## config.mk

```make
export PLATFORM = sky130hd
export DESIGN_NAME = harvard_bus_arbiter
export DESIGN_NICKNAME = d
export VERILOG_FILES = /design/src/rtl/harvard_bus_pkg.sv /design/src/rtl/harvard_bus_arbiter.sv
export SDC_FILE = /design/constraint.sdc
export NUM_CORES = 1
export LEC_CHECK = 0
export ABC_CLOCK_PERIOD_IN_PS = 2160
export CAP_MARGIN = 20
export CORE_MARGIN = 5
export CORE_UTILIZATION = 39
export CTS_CLUSTER_DIAMETER = 40
export CTS_CLUSTER_SIZE = 40
export DETAILED_ROUTE_END_ITERATION = 6
export PLACE_DENSITY = 0.85
export SYNTH_ARGS = -nofsm -noshare
export SYNTH_HDL_FRONTEND = slang
export SYNTH_SLANG_ARGS = --single-unit
```

## constraint.sdc

```tcl
create_clock -name clk -period 2.16 [get_ports clk]
set_input_delay 0.432 -clock clk [delete_from_list [all_inputs] [get_ports clk]]
set_output_delay 0.432 -clock clk [all_outputs]
set_load 0.05 [all_outputs]
```

## src/rtl/harvard_bus_pkg.sv

```systemverilog
// Shared types and constants for the Harvard-core-to-shared-bus sequencer.
package harvard_bus_pkg;

    typedef enum logic [2:0] {
        ST_IDLE,
        ST_FETCH,
        ST_DECODE,
        ST_DATA_RD,
        ST_DATA_WR,
        ST_COMMIT,
        ST_HALT
    } arb_state_t;

    localparam logic [3:0]  BYTEEN_ALL = 4'hF;
    localparam logic [31:0] WORD_MASK  = 32'hFFFFFFFC;

    function automatic logic [31:0] word_addr(input logic [31:0] addr);
        return addr & WORD_MASK;
    endfunction

endpackage

```

## src/rtl/harvard_bus_arbiter.sv

```systemverilog
// Serialises a Harvard core's fetch and data accesses onto one wait-stated bus,
// latching results and releasing the core's clock enable once per instruction.
module harvard_bus_arbiter
    import harvard_bus_pkg::*;
#(
    parameter logic [31:0] RESET_VECTOR = 32'hBFC00000
) (
    input  logic        clk,
    input  logic        reset,
    output logic        cpu_clk_enable,
    input  logic        cpu_active,
    input  logic [31:0] cpu_instr_address,
    output logic [31:0] cpu_instr_readdata,
    input  logic [31:0] cpu_data_address,
    input  logic [31:0] cpu_data_writedata,
    input  logic        cpu_data_read,
    input  logic        cpu_data_write,
    output logic [31:0] cpu_data_readdata,
    output logic [31:0] bus_address,
    output logic        bus_read,
    output logic        bus_write,
    output logic [3:0]  bus_byteenable,
    output logic [31:0] bus_writedata,
    input  logic        bus_waitrequest,
    input  logic [31:0] bus_readdata,
    output logic        halted,
    output logic [31:0] instr_count
);

    arb_state_t state, next_state;
    logic       accept;

    assign accept         = !bus_waitrequest;
    assign bus_byteenable = BYTEEN_ALL;

    always_ff @(posedge clk) begin
        if (!reset) state <= ST_IDLE;
        else        state <= next_state;
    end

    // The core is frozen between commits, so its addresses are stable and can
    // be muxed straight onto the bus while a request waits.
    always_comb begin
        next_state  = state;
        bus_read    = 1'b0;
        bus_write   = 1'b0;
        bus_address = RESET_VECTOR;
        case (state)
            ST_IDLE:   next_state = ST_FETCH;
            ST_FETCH: begin
                bus_read    = 1'b1;
                bus_address = word_addr(cpu_instr_address);
                if (accept) next_state = ST_DECODE;
            end
            ST_DECODE: begin
                if (cpu_data_read)       next_state = ST_DATA_RD;
                else if (cpu_data_write) next_state = ST_DATA_WR;
                else                     next_state = ST_COMMIT;
            end
            ST_DATA_RD: begin
                bus_read    = 1'b1;
                bus_address = word_addr(cpu_data_address);
                if (accept) next_state = cpu_data_write ? ST_DATA_WR : ST_COMMIT;
            end
            ST_DATA_WR: begin
                bus_write   = 1'b1;
                bus_address = word_addr(cpu_data_address);
                if (accept) next_state = ST_COMMIT;
            end
            ST_COMMIT: next_state = cpu_active ? ST_FETCH : ST_HALT;
            ST_HALT:   next_state = ST_HALT;
            default:   next_state = ST_IDLE;
        endcase
    end

    always_comb begin
        cpu_clk_enable = (state == ST_COMMIT);
        halted         = (state == ST_HALT);
    end

    always_ff @(posedge clk) begin
        if (!reset) begin
            cpu_instr_readdata <= '0;
            cpu_data_readdata  <= '0;
            bus_writedata      <= '0;
            instr_count        <= '0;
        end else begin
            if (state == ST_FETCH && accept)   cpu_instr_readdata <= bus_readdata;
            if (state == ST_DATA_RD && accept) cpu_data_readdata  <= bus_readdata;
            // Captured once on entry so the write word stays put across wait-states.
            if (next_state == ST_DATA_WR && state != ST_DATA_WR)
                bus_writedata <= cpu_data_writedata;
            if (state == ST_COMMIT) instr_count <= instr_count + 32'd1;
        end
    end

endmodule

```

==> summary.txt <==
Logic synthesis
  • Post-synth top area share: 0.482
  • Syn_area_per_cell: 7.75 sq um
  • Post-synthesis cell count: 702
  • Ys flop type: dfxtp_1
  • EDFF count, synth: 0
  • Post-synth ARST share: 0
  • Post-Syn Area: 0.00544 sq mm
  • Sequential-to-total area share from yosys stat: 0.482
  • Synth area leaders: dfxtp_1 (48%), nand2_1 (14%), a21oi_1 (12%), a22o_1 (3.4%), clkbuf_1 (3.4%)
  • #FFs+latches synth: 131
  • Yosys cell types: 33
  • Count leader, synth: nand2_1
  • Ys Warns: 0
  • Post-synth top area cell: dfxtp_1
  • Top cells by count, synth: nand2_1 (210), a21oi_1 (132), dfxtp_1 (131)

Timing
  • Worst slew pin tran: 570 ps
  • Final Hold Fails: 0
  • Post-route setup slack: -11.3 ps
  • Crit path time final: 2170 ps
  • Tcrit/Tclk final: 1.01
  • F_max: 461 MHz
  • Slew HR: 0.619
  • Hold_ws: 452 ps
  • Final setup fails: 2
  • Clk_skew: 10.2 ps
  • RSZ-0062 raised after global routing: yes
  • Max Slew Vio Count: 0

Clock network
  • Max Root-Sink Buffers: 2
  • Sink Count: 131
  • CTS root buf: clkbuf_16
  • Clock latency on the worst-skew pair: 420 ps
  • H-tree depth: 4
  • CTS clk-pin slew, worst paths: 60 ps
  • CTS tree: built
  • Cts bufs inserted: 17

Die
  • Row Count: 43
  • Starting Density: 0.395
  • Ports: 302
  • Die Height: 128 um
  • Chip width: 128 um
  • Die area: 0.0164 sq mm
  • Core ar.: 0.0138 sq mm

Detailed routing
  • Initial DRC count: 313
  • Vias: 6164
  • DRC errors left: 0
  • Final wirelength: 21100 um
  • DR WL/cell: 17.6 um
  • Vias per cell: 5.14
  • Antenna-violating nets left: 0
  • DRT Pass-1 Iters: 5

Worst setup path
  • Worst Setup End Kind: output port
  • Critical path required time: 1730 ps
  • CP startpoint kind: flop
  • Worst Path Max Fanout: 7
  • CP max-delay cell: dfxtp_1
  • Most used cell, CP: buf_6
  • CP peak stage delay: 330 ps
  • Reg2Reg Depth: 4
  • Critical path, cell by cell: buf_6 -> buf_4 -> nor2b_2 -> buf_6 -> a21oi_2 -> buf_12
  • Crit path DAT: 1740 ps
  • R2R Setup Slk: 70 ps
  • CP Class: reg2out

GRT
  • Antenna violations before repair: 0
  • Vias in the first global route: 6120
  • First-pass GRT wire length: 31200 um
  • Pin count of the biggest net entering global routing: 48
  • Remaining global-route overflow: 0
  • Overall Global Routing Usage: 0.241

Layout
  • Area Overhead vs Synth: 84.1%
  • Layout cells sized above 1: 0.172
  • Number of antenna diodes: 0
  • Final Net Count: 1141
  • Fin util: 0.727

Pwr
  • Leak pwr: 3.77 nW
  • Power per cell area: 708 mW/mm^2
  • Max VDD drop: 0.642 mV

Outcome
  • Failing checks: setup timing
  • Status: finished, violations left

Place
  • HPWL after DPL: 13900 um
  • Buffers on Ports: 291
  • Routability Congestion: 0.772

Min path
  • Hold Crit Class: reg2reg
  • Hold depth: 2

Job
  • Max Cap Viol: 0
[critical path, delay by kind of cell (launching register included)]
kind | cells | cell delay [ps]
flops | 1 | 330
compound gates | 1 | 100
simple gates | 1 | 240
buf+inv | 4 | 660
[state kept, by name, indices dropped and copies added, names as in the netlist]
name                flops
cpu_data_readdata      32
state                   3
instr_count            32
bus_writedata          32
cpu_instr_readdata     32
[per-layer routing]
layer / global-route usage / routed length, um / vias up
li1: - / - / 3000
met1: 0.260 / 8030 / 2891
met2: 0.418 / 10700 / 234
met3: 0.110 / 1980 / 39
met4: 0.0836 / 434 / 0
met5: 0 / 0 / -
[cells by family (layout without fill, tap and decap cells)]
family	after synthesis	after routing	synth area share
AND/OR/NAND/NOR	298	298	0.240
XOR/XNOR	9	9	0.0145
buffers and inverters	69	382	0.0520
AO/OA/AOI/OAI	182	182	0.189
adder cells (fa/ha/maj)	1	1	0.00230
flip-flops	131	131	0.482
other	2	6	0.00138
multiplexers	10	10	0.0184
[final timing paths]
path / startpoint / endpoint
max reg2reg: instr_count[15]$_SDFFE_PN0N_ / instr_count[31]$_SDFFE_PN0N_
max: state[2]$_SDFF_PN0_ / bus_address[26]
min: cpu_instr_readdata[9]$_SDFFE_PN0P_ / cpu_instr_readdata[9]$_SDFFE_PN0P_
min reg2reg: cpu_instr_readdata[9]$_SDFFE_PN0P_ / cpu_instr_readdata[9]$_SDFFE_PN0P_
[placed cells by master, fill, tap and decap left out, types with 9 or more instances in the layout]
cell type          n
a21oi_1          123
a22o_2             9
a22o_4            11
buf_12            22
buf_4             27
buf_6             19
buf_8             11
clkbuf_16         19
clkdlybuf4s50_1  248
dfxtp_1          119
dfxtp_2            9
inv_1             10
nand2_1          208
nand3_1           15
nor2_1            18
o21ai_0           14
o31ai_1           11
or3_1             13
or4_1             12
[layout make-up]
| type | instances | area [sq um] |
|---|---|---|
| inverter | 11 | 43.8 |
| clock buffer | 21 | 480 |
| tap | 180 | 225 |
| clock inverter | 11 | 100 |
| multi-input combinational | 506 | 2830 |
| sequential | 131 | 2650 |
| timing repair buffer | 339 | 3700 |
| fill | 957 | 3750 |
[metrics by stage]
step	total power [mW]	TNS [ps]	worst slack (ps)	instance area, sq um	instances
finish	7.09	-12.4	-11.3	10000	1199
global route	7.34	-1120	-66.9	10000	1199
CTS	7.03	0	4.56	9840	1192
detailed placement	4.09	0	10.8	8890	1149
global placement	4.07	0	85.8	8890	1149
floorplan	3.40	-11.1	-11.1	5580	706
[power breakdown]
group	switching [mW]	internal [mW]	leakage [nW]
sequential	0.0317	2.48	1.07
combinational	0.980	0.817	2.42
clock	1.08	1.71	0.282
[what timing repair did]
action	in CTS	in global routing
setup buffers	7	4
cloned	4	3
endpoints found under the setup margin	32	37
hold buffers	0	0
gates resized for setup	63	25
pin swaps	9	5
Note: power is estimated with default switching activity, not from simulation.
